File: src/rtl/spim_reg_master.sv
// spim_reg_master: SPI mode-0 master that turns two round-robin arbitrated
// 32-bit register read/write request ports into 80-bit SPI register frames.
//
// Handshake: a requester raises req_valid[i] together with its we/addr/wdata
// and holds them until req_grant[i] is seen high for one mclk cycle; the
// fields are latched at the end of that grant cycle, so they may change
// afterwards. Completion is a one-cycle rsp_valid pulse with rsp_id and
// rsp_rdata (rsp_rdata holds until the next rsp_valid). No backpressure is
// applied on the response side.
module spim_reg_master #(
  parameter int unsigned CLK_DIV = 4
) (
  input  logic        mclk,
  input  logic        reset_n,
  input  logic [1:0]  req_valid,
  input  logic [1:0]  req_we,
  input  logic [63:0] req_addr,
  input  logic [63:0] req_wdata,
  output logic [1:0]  req_grant,
  output logic        rsp_valid,
  output logic        rsp_id,
  output logic [31:0] rsp_rdata,
  output logic        busy,
  output logic        spi_sck,
  output logic        spi_csn,
  output logic        spi_mosi,
  input  logic        spi_miso,
  output logic [2:0]  dbg_state
);

  typedef enum logic [2:0] {
    ST_IDLE  = 3'd0,
    ST_SETUP = 3'd1,
    ST_SHIFT = 3'd2,
    ST_HOLD  = 3'd3,
    ST_GAP   = 3'd4
  } state_e;

  localparam logic [7:0] DIV_RELOAD = 8'(CLK_DIV - 1);
  localparam logic [7:0] CMD_WR     = 8'h2F;
  localparam logic [7:0] CMD_RD     = 8'h10;

  state_e       state_q, state_d;
  logic         en_q, en_d;          // low only in the first cycle after reset
  logic         last_q, last_d;      // index of the most recent grant
  logic         we_q, we_d;
  logic         id_q, id_d;
  logic [7:0]   cnt_q, cnt_d;        // half-period divider
  logic [6:0]   bit_q, bit_d;        // frame bit index, 79 down to 0
  logic [79:0]  shift_q, shift_d;    // outgoing frame, MSB drives MOSI
  logic [31:0]  rx_q, rx_d;          // last 32 MISO samples
  logic         csn_q, csn_d;
  logic         sck_q, sck_d;
  logic         rsp_valid_q, rsp_valid_d;
  logic         rsp_id_q, rsp_id_d;
  logic [31:0]  rsp_rdata_q, rsp_rdata_d;

  logic [1:0]   grant;
  logic         sel;
  logic         sel_we;
  logic [31:0]  sel_addr;
  logic [31:0]  sel_wdata;

  // Round-robin arbitration: grant is combinational so it appears in the
  // same cycle the FSM sits in IDLE with a valid request.
  always_comb begin
    grant = 2'b00;
    if (state_q == ST_IDLE && en_q) begin
      if (req_valid == 2'b11) grant = last_q ? 2'b01 : 2'b10;
      else                    grant = req_valid;
    end
    sel       = grant[1];
    sel_we    = sel ? req_we[1]         : req_we[0];
    sel_addr  = sel ? req_addr[63:32]   : req_addr[31:0];
    sel_wdata = sel ? req_wdata[63:32]  : req_wdata[31:0];
  end

  // Next-state and datapath update for the frame sequencer.
  always_comb begin
    state_d     = state_q;
    en_d        = 1'b1;
    last_d      = last_q;
    we_d        = we_q;
    id_d        = id_q;
    cnt_d       = cnt_q;
    bit_d       = bit_q;
    shift_d     = shift_q;
    rx_d        = rx_q;
    csn_d       = csn_q;
    sck_d       = sck_q;
    rsp_valid_d = 1'b0;
    rsp_id_d    = rsp_id_q;
    rsp_rdata_d = rsp_rdata_q;

    case (state_q)
      ST_IDLE: begin
        if (grant != 2'b00) begin
          we_d    = sel_we;
          id_d    = sel;
          last_d  = sel;
          shift_d = sel_we ? {CMD_WR, sel_addr, sel_wdata, 8'h00}
                           : {CMD_RD, sel_addr, 8'h00, 32'h0};
          cnt_d   = DIV_RELOAD;
          bit_d   = 7'd79;
          csn_d   = 1'b0;
          sck_d   = 1'b0;
          state_d = ST_SETUP;
        end
      end
      ST_SETUP: begin
        if (cnt_q == 8'd0) begin
          cnt_d   = DIV_RELOAD;
          state_d = ST_SHIFT;
        end else begin
          cnt_d = cnt_q - 8'd1;
        end
      end
      ST_SHIFT: begin
        if (cnt_q == 8'd0) begin
          cnt_d = DIV_RELOAD;
          if (!sck_q) begin
            // Rising SCK: sample MISO on the same edge.
            sck_d = 1'b1;
            rx_d  = {rx_q[30:0], spi_miso};
          end else begin
            // Falling SCK: advance to the next bit or finish the frame.
            sck_d = 1'b0;
            if (bit_q == 7'd0) begin
              state_d = ST_HOLD;
            end else begin
              bit_d   = bit_q - 7'd1;
              shift_d = {shift_q[78:0], 1'b0};
            end
          end
        end else begin
          cnt_d = cnt_q - 8'd1;
        end
      end
      ST_HOLD: begin
        if (cnt_q == 8'd0) begin
          cnt_d       = DIV_RELOAD;
          csn_d       = 1'b1;
          rsp_valid_d = 1'b1;
          rsp_id_d    = id_q;
          rsp_rdata_d = we_q ? 32'h0 : rx_q;
          state_d     = ST_GAP;
        end else begin
          cnt_d = cnt_q - 8'd1;
        end
      end
      ST_GAP: begin
        if (cnt_q == 8'd0) state_d = ST_IDLE;
        else               cnt_d   = cnt_q - 8'd1;
      end
      default: state_d = ST_IDLE;
    endcase
  end

  // State and output registers; reset aborts any frame in flight.
  always_ff @(posedge mclk or negedge reset_n) begin
    if (!reset_n) begin
      state_q     <= ST_IDLE;
      en_q        <= 1'b0;
      last_q      <= 1'b1;
      we_q        <= 1'b0;
      id_q        <= 1'b0;
      cnt_q       <= 8'd0;
      bit_q       <= 7'd0;
      shift_q     <= '0;
      rx_q        <= '0;
      csn_q       <= 1'b1;
      sck_q       <= 1'b0;
      rsp_valid_q <= 1'b0;
      rsp_id_q    <= 1'b0;
      rsp_rdata_q <= '0;
    end else begin
      state_q     <= state_d;
      en_q        <= en_d;
      last_q      <= last_d;
      we_q        <= we_d;
      id_q        <= id_d;
      cnt_q       <= cnt_d;
      bit_q       <= bit_d;
      shift_q     <= shift_d;
      rx_q        <= rx_d;
      csn_q       <= csn_d;
      sck_q       <= sck_d;
      rsp_valid_q <= rsp_valid_d;
      rsp_id_q    <= rsp_id_d;
      rsp_rdata_q <= rsp_rdata_d;
    end
  end

  assign req_grant = grant;
  assign busy      = (state_q != ST_IDLE) | (|grant);
  assign spi_sck   = sck_q;
  assign spi_csn   = csn_q;
  assign spi_mosi  = shift_q[79];
  assign rsp_valid = rsp_valid_q;
  assign rsp_id    = rsp_id_q;
  assign rsp_rdata = rsp_rdata_q;
  assign dbg_state = state_q;

endmodule

File: config.mk
export PLATFORM = sky130hd
export DESIGN_NAME = spim_reg_master
export DESIGN_NICKNAME = d
export VERILOG_FILES = /design/src/rtl/spim_reg_master.sv
export SDC_FILE = /design/constraint.sdc
export NUM_CORES = 1
export LEC_CHECK = 0
export BUFFER_PORTS_ARGS = -buffer_cell sky130_fd_sc_hd__buf_4
export CORE_ASPECT_RATIO = 2
export CORE_MARGIN = 2
export CORE_UTILIZATION = 55
export DETAILED_ROUTE_END_ITERATION = 6
export GPL_ROUTABILITY_DRIVEN = 0
export PLACE_DENSITY = 0.8
export SYNTH_ARGS = -nofsm -noshare
export SYNTH_HDL_FRONTEND = slang
export SYNTH_SLANG_ARGS = --single-unit
File: constraint.sdc
create_clock -name mclk -period 2.7 [get_ports mclk]
set_input_delay 0.54 -clock mclk [delete_from_list [all_inputs] [get_ports mclk]]
set_output_delay 0.54 -clock mclk [all_outputs]
set_load 0.02 [all_outputs]
==> run summary, run 1 <==
Leaving out fill and tap cells, the most frequent cell in the layout is buf_4. The synthesis-stage register bit count is 162. Dividing the detail-routed via count by the number of cells gives 5.724. The starting DRC count in detailed routing is 396.

The number of top-level design ports is 178. The data required time of the worst path is 3.00 ns. The standby leakage power is 5.426 nW. The minimum clock period after layout is 2.481 ns. By area, the combinational part of the netlist is dominated by compound AO/OA/AOI/OAI gates. Once the floorplan was initialized, standard cells occupied 55.65% of the core.

Summed over its instances, the top area cell type makes up 50.68% of the synthesized netlist area. The classification of the worst setup path is flip-flop to flip-flop. The class of the most critical hold timing path is input pin to asynchronous set/reset pin. The largest stage delay on the critical path is 0.51 ns. The final net count is 1122. TritonCTS built the clock tree. The final max-slew violation count was 0. The count of buffers from port buffering came out at 177. The largest net degree at the start of global routing is 88. The combinational power share came out at 5.0%. The number of rows created at floorplan is 62.

The sum of overflow across all layers after global routing is 0. The register-to-register path setup slack came out at 0.22 ns. The net count after synthesis came out at 977.

The fraction of synthesized cell area in xor and xnor cells is 0.6652%. After synthesis, flip-flops and latches occupy 51.35% of the total area. The average footprint of a synthesized cell came out at 9.427 um2. The clock net in this run drives a total of 162 sinks. The post-route antenna net violation count is 0. The floorplan core area is 14200 um2. Setup repair after global routing left no endpoint under its margin.

The post-route clock skew came out at 0.01449 ns. The share of total power dissipated in sequential elements is 48.1%. The fraction of layout instances using a drive strength above 1 came out at 27.91%. The arrival time reported for the critical path endpoint is 2.79 ns. The core occupancy in the finished layout came out at 70.36%. Max-cap violations in this run came to 0.

The slew at the pin closest to its max-slew limit is 0.8191 ns. The maximum number of buffers from clock root to sink came out at 2. The fraction of the mapped netlist area in compound gates came out at 19.42%. In the layout the commonest cells are buf_4 (191), dfrtp_1 (160), nand2_1 (150).

The post-synthesis instance area came out at 7900 um2. Counting the fill cells in the layout gives 1086. The internal power of the cells totals 3.813 mW.

The flow ran to the end, and the final reports show no timing, DRC or antenna violations. The synthesized instance count came out at 838. Measured against its own limit, the worst slew margin works out to 45.02%.

The largest total area in the synthesized netlist belongs to dfrtp_1. For this run, the top clock speed supported by timing is 0.4031 GHz. The total die area came out at 15400 um2. The net switching share of the total power came out at 24.43%. The register clock-pin slew on the reported worst setup and hold paths is 0.07 ns.

Setup violations remaining at the end of the flow were counted as 0. The final routed wirelength across all metal layers is 18.63 mm. The insertion delay of the later-clocked pin in the worst-skew pair came out at 0.42 ns. The portion of netlist area occupied by mux cells came out at 4.831%. The async set-reset flop share out of synthesis is 100.0%.

The dominant synthesized flop cell is dfrtp_1. After detailed routing, the number of remaining DRC violations is 0. Ranked by total cell area, the synthesized netlist is headed by dfrtp_1 (51%), nand2_1 (7.2%), a311oi_1 (7.0%). The critical path's slowest cell is or4b_4. The number of iterations in the first detailed-routing pass is 5.

For this run, the total global-route usage over all layers was measured as 25.12%. The vertical die dimension came out at 173.5 um. The wire length of the first global-routing pass is 31.02 mm.

In this run the horizontal extent of the chip is 88.75 um. Clock tree synthesis inserted a total of 17 buffers. The relative contribution of the clock network to total power came out at 46.9%. The number of antenna diodes in the final layout is 0.

Buffers added to address setup during post-CTS repair amount to 0. The switching power summed over all nets came out at 1.232 mW. The H-tree was split into 4 levels. The detailed-route via count is 6800.

The number of synthesis warnings came out at 0. The peak supply drop is 0.0004386 V. The power density normalized to cell area is 505.1 nW/um2. The number of instances resized during post-cts repair came out at 0. The number of global-route vias before repair came out at 6755. The worst setup path is launched from a flip-flop.

The fraction of the cycle the final worst path needs came out at 91.88%. The sort of element at the end of the critical path is a flip-flop. The critical path goes through inv_1 > ha_1 > or4b_4 > or2_1 > nor3_4 > buf_12 > mux2_2.

The count of hold buffers inserted by post-cts repair is 0. The final-layout setup total negative slack came out at 0 ns. The total count of hold-check failures in the final report came out at 0. Compared with the post-synthesis result, the final layout area differs by 26.43%.

The initial antenna violation count came out at 0. The average wire length per cell after detail routing came out at 15.68 um. The root buffer cell chosen for the clock tree is clkbuf_16.

The sum of net half-perimeters after detailed placement came out at 12.40 mm. The fraction of the mapped netlist area in adder cells came out at 0.6335%. The simple-gate share of the synthesized area is 18.66%.

The number of enable flip-flop cells after synthesis is 0. The largest fanout on the critical path came out at 32. The number of library cell types mapped by synthesis is 52.
==> critical path, delay by kind of cell, from the launching register on <==
kind	cells	cell delay [ns]
fa+ha+maj	1	0.17
mux	1	0.36
flops	1	0.42
buf+inv	2	0.37
simple gates	3	1.03
==> power by group through the flow <==
| stage | Sequential [mW] | Clock (mW) | Combinational, mW |
|---|---|---|---|
| after floorplan | 2.47 | 0 | 0.0393 |
| final | 2.43 | 2.36 | 0.254 |
| after CTS | 2.43 | 2.41 | 0.259 |
| after global placement | 2.47 | 0 | 0.256 |
| after global routing | 2.43 | 2.51 | 0.281 |
| after detailed placement | 2.47 | 0 | 0.257 |
==> path summary, 6_finish.rpt <==
check,endpoint,start,depth (start not counted)
worst max-delay path,rx_q[8],cnt_q[0],7
worst min-delay path,shift_q[60],reset_n,1
worst max register to register,rx_q[8],cnt_q[0],7
worst min register to register,last_q,last_q,2
max in group asynchronous,shift_q[21],reset_n,2
min in group mclk,rx_q[0],spi_miso,2
==> state kept, by name, indices dropped and copies added (netlist names) <==
name,flops
shift_q,72
rsp_rdata,32
rx_q,32
cnt_q,8
bit_q,7
dbg_state,3
en_q,1
id_q,1
last_q,1
rsp_id,1
rsp_valid,1
spi_csn,1
spi_sck,1
we_q,1
==> metal layers <==
metal	up-vias	routed length (um)	track usage, %
li1	3260	-	-
met1	3306	7711	33.33
met2	213	9665	40.39
met3	21	969	5.286
met4	0	287	8.902
met5	-	0	0
==> area by class of cell <==
class / count / area [um2] / share of cell area (%)
flip-flops and latches: 162 / 4056 / 40.61
multi-input cells: 595 / 3520 / 35.24
repair buffers: 197 / 1545 / 15.47
clock buffers: 17 / 425.4 / 4.259
well taps: 192 / 240.2 / 2.405
clock inverters: 15 / 163.9 / 1.641
inverters: 10 / 37.54 / 0.3758
==> cell usage after synthesis (2+ instances only) <==
master	instances
dfrtp_1	160
nand2_1	151
nor2_1	80
nand3_1	73
a21o_1	63
a311oi_1	63
o21ai_0	50
clkbuf_1	46
mux2_2	33
buf_2	17
a21oi_1	14
inv_1	9
buf_1	5
nor3_1	5
or3_1	5
xnor2_1	5
a31oi_1	4
and3_1	4
ha_1	4
o21a_1	4
o31ai_1	4
buf_6	3
a211oi_1	2
dfstp_2	2
nor2b_1	2
nor3_4	2
o211ai_1	2
or2_2	2
==> stage by stage <==
step | total power [mW] | worst slack (ns) | hold WS (ns) | instances | instance area (um2)
2_1_floorplan | 2.513 | 0.3707 | 0.2444 | 838 | 7900
3_3_place_gp | 2.729 | 0.3379 | 0.4496 | 1156 | 9399
3_5_place_dp | 2.731 | 0.2258 | 0.4622 | 1156 | 9399
4_1_cts | 5.095 | 0.2182 | 0.09183 | 1188 | 9988
5_1_grt | 5.214 | 0.07684 | 0.1111 | 1188 | 9988
6_report | 5.045 | 0.2192 | 0.07038 | 1188 | 9988
==> cells by family (layout without fill, tap and decap cells) <==
| logic type | Yosys count | count (layout) |
|---|---|---|
| simple gates | 335 | 335 |
| fa+ha+maj | 4 | 4 |
| xor+xnor | 6 | 6 |
| buf+inv | 81 | 239 |
| compound gates | 215 | 215 |
| flops | 162 | 162 |
| mux | 34 | 34 |
| other cells | 1 | 1 |
Note: power is estimated with default switching activity, not from simulation.
==> run 2: changes to the inputs <==
--- a/constraint.sdc
+++ b/constraint.sdc
@@ -3,2 +3,2 @@
 set_output_delay 0.54 -clock mclk [all_outputs]
-set_load 0.02 [all_outputs]
+set_load 0.005 [all_outputs]
==> run summary, run 2 (synthesized netlist as in run 1, its figures left out) <==
The library cell used most frequently in the layout, excluding fill and tap cells, is buf_4. The insertion delay of the later-clocked pin in the worst-skew pair is 0.42 ns. The count of max-cap constraint violations is 0.

The worst setup path is captured at a primary output. The fraction of the cycle the final worst path needs is 93.32%. The number of antenna diodes in the final layout is 0. The fraction of layout instances using a drive strength above 1 is 27.84%. The total power after layout came out at 5.053 mW.

From left edge to right edge, the die measures 88.75 um. Detailed routing inserted a total of 6778 vias. The minimum clock period after layout came out at 2.520 ns. The detail route stage leaves a number of antenna-violating nets equal to 0. In the global route stage, overall resource usage came out at 24.84%. The area after detailed placement is 9392 um2. VDD sags by at most 0.0004311 V. Setup violations remaining at the end of the flow were counted as 0. The growth of design area from synthesis to finish came out at 26.34%. The number of global-route vias before repair came out at 6558.

The sum of net half-perimeters after detailed placement is 12.36 mm. Counting along the longest clock path gives a buffer depth of 2. In the post-route analysis, the smallest setup slack over all paths is 0.1804 ns.

The standby leakage power came out at 5.417 nW. The number of fill cells is 1075. Walking the worst path, the cells encountered are nor4b_4 > nand2_2 > inv_2 > buf_4. The clock network accounts for 46.9% of the total power. In the layout the commonest cells are buf_4 (190), dfrtp_1 (160), nand2_1 (150). Setup repair after global routing left no endpoint under its margin. The number of instances resized during post-cts repair is 0. The total count of hold-check failures in the final report came out at 0. After clock tree synthesis, the clock-pin slew on the worst setup and hold paths is 0.07 ns. The floorplan core area is 14200 um2. The cell area after layout came out at 9981 um2.

The largest net degree at the start of global routing is 109. The min-delay analysis places its worst path in the category input pin to asynchronous set/reset pin. The count of hold buffers inserted by post-cts repair came out at 0. At the pin with the least slew margin, the transition time is 0.7498 ns. The tightest slew margin relative to the limit is 49.68%. The final net count is 1121. The launching element type of the critical path is a flip-flop. The number of top-level design ports is 178. The number of clock buffers inserted by TritonCTS is 17.

The number of setup buffers added after CTS is 0. The final-layout setup total negative slack came out at 0 ns. The average vias per placed instance came out at 5.710. The H-tree was split into 4 levels. The combinational power share is 5.1%.

Registers are responsible for 48.0% of the overall power. The total die area is 15400 um2. The vertical die dimension came out at 173.5 um. The initial antenna violation count came out at 0. The internal power came out at 3.813 mW.

In this run, the number of DRC markers left after iteration 0 of detailed routing was 306. The number of sinks on the clock net came out at 162. In this run switching power makes up 24.54% of total power. The switching power summed over all nets is 1.240 mW. The largest fanout on the critical path came out at 15. The final routed wirelength across all metal layers is 18.61 mm. The flow ran to the end, and the final reports show no timing, DRC or antenna violations. Data arrives at the worst endpoint at 1.98 ns.

Among all stages on the critical path, the largest delay is contributed by dfrtp_1. By startpoint and endpoint, the worst setup path is classified as flip-flop to primary output. The worst-case hold slack is 0.1046 ns. Dividing the detail-routed wire length by the instance count gives 15.68 um. The clock tree from TritonCTS is done.

The root buffer cell chosen for the clock tree is clkbuf_16. The wire length of the first global-routing pass is 30.82 mm. The post-route clock skew came out at 0.01499 ns. At the worst endpoint, the required time is 2.16 ns. The register with the highest flop count is shift_q. The count of buffers added on input and output ports is 177. Once the floorplan was initialized, standard cells occupied 55.65% of the core. The post-placement setup slack is 0.2613 ns.

The final max-slew violation count came out at 0. The sum of overflow across all layers after global routing is 0. The largest stage delay on the critical path came out at 0.51 ns. The number of rows created at floorplan came out at 62. The number of iterations in the first detailed-routing pass is 5. The flip-flop count of the largest register, all copies and words added is 72. In this run the power density over the cells is 506.3 nW/um2. The fmax came out at 0.3969 GHz.

The total DRC errors in the routed layout came out at 0.
[run 2: changes by cell type in the layout (fill, tap and decap cells not counted)]
cell / change
buf_4: -1
clkinv_4: +1
inv_6: -1
[run 2: power by group through the flow]
stage                     logic, mW  clock network, mW  registers [mW]
final                         0.258               2.37            2.43
after global routing          0.285               2.52            2.43
after CTS                     0.262               2.42            2.43
after detailed placement      0.260                  0            2.47
after global placement        0.259                  0            2.47
after floorplan              0.0393                  0            2.47
[run 2: cell type report]
| type | instances | area [um2] | area share [%] |
|---|---|---|---|
| inverter | 10 | 37.54 | 0.3761 |
| clock inverter | 15 | 163.9 | 1.642 |
| multi-input combinational | 595 | 3520 | 35.26 |
| clock buffer | 17 | 425.4 | 4.262 |
| tap | 192 | 240.2 | 2.407 |
| timing repair buffer | 196 | 1538 | 15.41 |
| sequential | 162 | 4056 | 40.64 |
[run 2: worst paths after layout]
check | depth (start not counted) | from | to | slack, ns
min in group mclk | 2 | spi_miso | rx_q[0] | 0.36
min | 1 | reset_n | shift_q[60] | 0.10
max | 4 | dbg_state[1] | req_grant[1] | 0.18
max in group asynchronous | 2 | reset_n | rx_q[14] | 1.72
max reg2reg | 7 | cnt_q[0] | rx_q[14] | 0.22
min reg2reg | 2 | last_q | last_q | 0.46
[run 2: worst max-delay path, delay by kind of cell, from the launching register on]
family,cells,cell delay [ns]
simple gates,2,0.59
flops,1,0.51
buf+inv,2,0.46
[run 2: per-stage QoR]
step | util (%) | std cells
after floorplan | - | 838
after CTS | 70.31 | 1187
after global placement | 66.16 | 1155
after detailed placement | 66.16 | 1155
after global routing | 70.31 | 1187
final | 70.31 | 1187
[run 2: layer usage]
layer	GRT usage (%)	wire length, um
met4	6.187	298
met2	39.74	9365
met3	5.048	1023
met1	34.64	7921
met5	0	0
==> run 3: changes to the inputs <==
- CORE_UTILIZATION: 55 -> 45
- GPL_ROUTABILITY_DRIVEN: 0 -> default
- PLACE_DENSITY: 0.8 -> 0.67
==> run summary, run 3 (synthesized netlist as in run 1, its figures left out) <==
The count of buffers from port buffering came out at 177. The slew at the pin closest to its max-slew limit is 0.9731 ns. The initial utilization of the core area, before any placement, comes to 45.74%.

The number of cells traversed by the worst register-to-register path came out at 7. The flow ran to the end, and the final reports show no timing, DRC or antenna violations. The final antenna diode count is 0.

The number of buffers and inverters on the critical path came out at 3. The number of instances resized during post-cts repair came out at 0. The number of top-level design ports is 178. Global routing used 25.22% of the available met1 tracks. The global-route met2 utilization came out at 36.34%.

The initial antenna violation count came to 0. The arrival time reported for the critical path endpoint came out at 2.00 ns. The fraction of the cycle the final worst path needs is 94.09%. At the end of routability-driven placement, the weighted congestion stood at 0.8109. The register with the most flip-flops in the layout has 72 of them. The final routed wirelength across all metal layers came out at 19.29 mm. For the worst-skew pair, the clock arrives at the later sink with an insertion delay of 0.43 ns.

Data on the critical path is required at its endpoint by 2.16 ns. The total DRC errors in the routed layout is 0. The vertical die dimension is 191.4 um. The largest stage delay on the critical path is 0.50 ns. The overall track demand over capacity in global routing came out at 20.80%. The library cells used most frequently in the layout, excluding fill and tap cells, are buf_4 (191), dfrtp_1 (160), nand2_1 (150).

The number of clock buffers inserted by TritonCTS is 17. TritonCTS built the clock tree. After detailed routing, the number of vias per cell comes to 5.479. The met3 routing resource usage after global routing came out at 4.168%. The final net count is 1126. The starting DRC count in detailed routing is 275. The most congested layer reported by global routing is met2.

The class of the most critical hold timing path is input pin to asynchronous set/reset pin. The largest fanout on the critical path is 32. The peak supply drop is 0.0004012 V.

Measured on the finished design, the core utilization comes to 58.53%. The number of global-route vias before repair is 6607. The standby leakage power came out at 5.470 nW.

Adding up every negative setup slack in the final design gives 0 ns. The floorplan core area is 17270 um2. The count of cell instances traversed by the critical path is 5.

Leaving out fill and tap cells, the most frequent cell in the layout is buf_4. The number of levels the H-tree was split into came out at 4. Counting flops per register, the top entry is shift_q. The slowest stage of the critical path belongs to the cell dfrtp_1. The power density normalized to cell area is 509.5 nW/um2.

The sum of overflow across all layers after global routing came out at 0. In this run the horizontal extent of the chip is 97.69 um. The buffers inserted during post-CTS setup optimization is 0. Detailed placement ended at an HPWL of 12.85 mm.

The largest net degree at the start of global routing came out at 98. The post-route clock skew is 0.01590 ns. The growth of design area from synthesis to finish is 27.97%. The worst setup path is launched from a flip-flop.

The clock tree root driver cell is clkbuf_16. The minimum clock period after layout is 2.540 ns. The maximum number of buffers from clock root to sink came out at 2.

For this design, the CTS-stage hold fixing added 0 buffers. STA classifies the critical path endpoint as a primary output. The total count of hold-check failures in the final report came out at 0. The fraction of layout instances using a drive strength above 1 is 28.10%. The register clock-pin slew on the reported worst setup and hold paths is 0.06 ns. The first detailed-routing pass ran for 4 iterations. The average wire length per cell after detail routing came out at 15.94 um. Counting every sink on the clock net gives 162. The wire length of the first global-routing pass is 31.57 mm.

The tightest slew margin relative to the limit came out at 35.06%. Once detail routing completed, the nets flagged for antenna violations numbered 0. The final max-slew violation count is 0. The count of max-cap constraint violations is 0. The signal on the critical path passes through nor4b_4 > nand2_2 > inv_2 > buf_12 > buf_4. Broken down by cell family, the worst path's largest delay share belongs to simple AND/OR/NAND/NOR gates. The detailed-route via count came out at 6630. The number of rows created at floorplan came out at 68.

The number of fill cells is 1578. For this run, the top clock speed supported by timing is 0.3936 GHz. Setup violations remaining at the end of the flow were counted as 0. Setup repair after global routing left no endpoint under its margin. The critical path is of the flip-flop to primary output type. The total die area came out at 18700 um2.
## run 3: changes by cell type in the layout (fill, tap and decap cells not counted)
cell | before | now
buf_4 | 190 | 191
clkbuf_1 | 0 | 1
inv_8 | 5 | 3
clkinv_2 | 0 | 1
clkinvlp_4 | 2 | 4
bufinv_16 | 0 | 2
clkbuf_16 | 17 | 18
clkinv_4 | 2 | 0
inv_6 | 3 | 2
buf_12 | 5 | 8
clkinv_8 | 3 | 0
clkbuf_8 | 0 | 2
## run 3: worst paths after layout
check                                     to  slack [ns]    startpoint
worst max register to register       rx_q[7]        0.27      cnt_q[0]
worst min register to register        last_q        0.47        last_q
min in group mclk                    rx_q[0]        0.35      spi_miso
max in group asynchronous           bit_q[4]        1.93       reset_n
worst min-delay path                cnt_q[4]        0.09       reset_n
worst max-delay path            req_grant[1]        0.16  dbg_state[1]
## run 3: cell type report
cell class,count,area (um2),share of cell area (%)
Sequential cell,162,4056,40.12
Inverter,10,37.54,0.3713
Tap cell,210,262.8,2.599
Timing Repair Buffer,201,1630,16.13
Clock inverter,12,146.4,1.448
Multi-Input combinational cell,595,3520,34.81
Clock buffer,20,456.7,4.517
## run 3: power by group
part	switching (mW)	internal, mW	total [mW]
Clock	1.03	1.43	2.46
Sequential	0.000361	2.43	2.43
Combinational	0.114	0.149	0.263
Total	1.14	4.01	5.15
## run 3: metrics by stage
| stage | cell area, um2 | hold WS (ns) | setup WS [ns] | total power, mW | cells |
|---|---|---|---|---|---|
| 2_1_floorplan | 7900 | 0.2444 | 0.3707 | 2.513 | 838 |
| 3_3_place_gp | 9467 | 0.4531 | 0.3311 | 2.740 | 1175 |
| 3_5_place_dp | 9467 | 0.4565 | 0.2899 | 2.740 | 1175 |
| 4_1_cts | 10070 | 0.1039 | 0.03308 | 5.209 | 1207 |
| 5_1_grt | 10110 | 0.1239 | 0.04716 | 5.338 | 1210 |
| 6_report | 10110 | 0.09085 | 0.1597 | 5.151 | 1210 |
## run 3: metal layers
layer / share of wire (%) / routed length [um]
met1: 40 / 7662
met2: 54 / 10450
met3: 4.4 / 848
met4: 1.7 / 325
met5: 0 / 0
## run 3: worst register-to-register path, stage by stage (launching register included)
cell and delay [ns]:
dfrtp_1 0.41, inv_1 0.12, ha_1 0.16, or4b_4 0.50, or2_1 0.31, nor3_4 0.22
buf_12 0.23, mux2_2 0.37
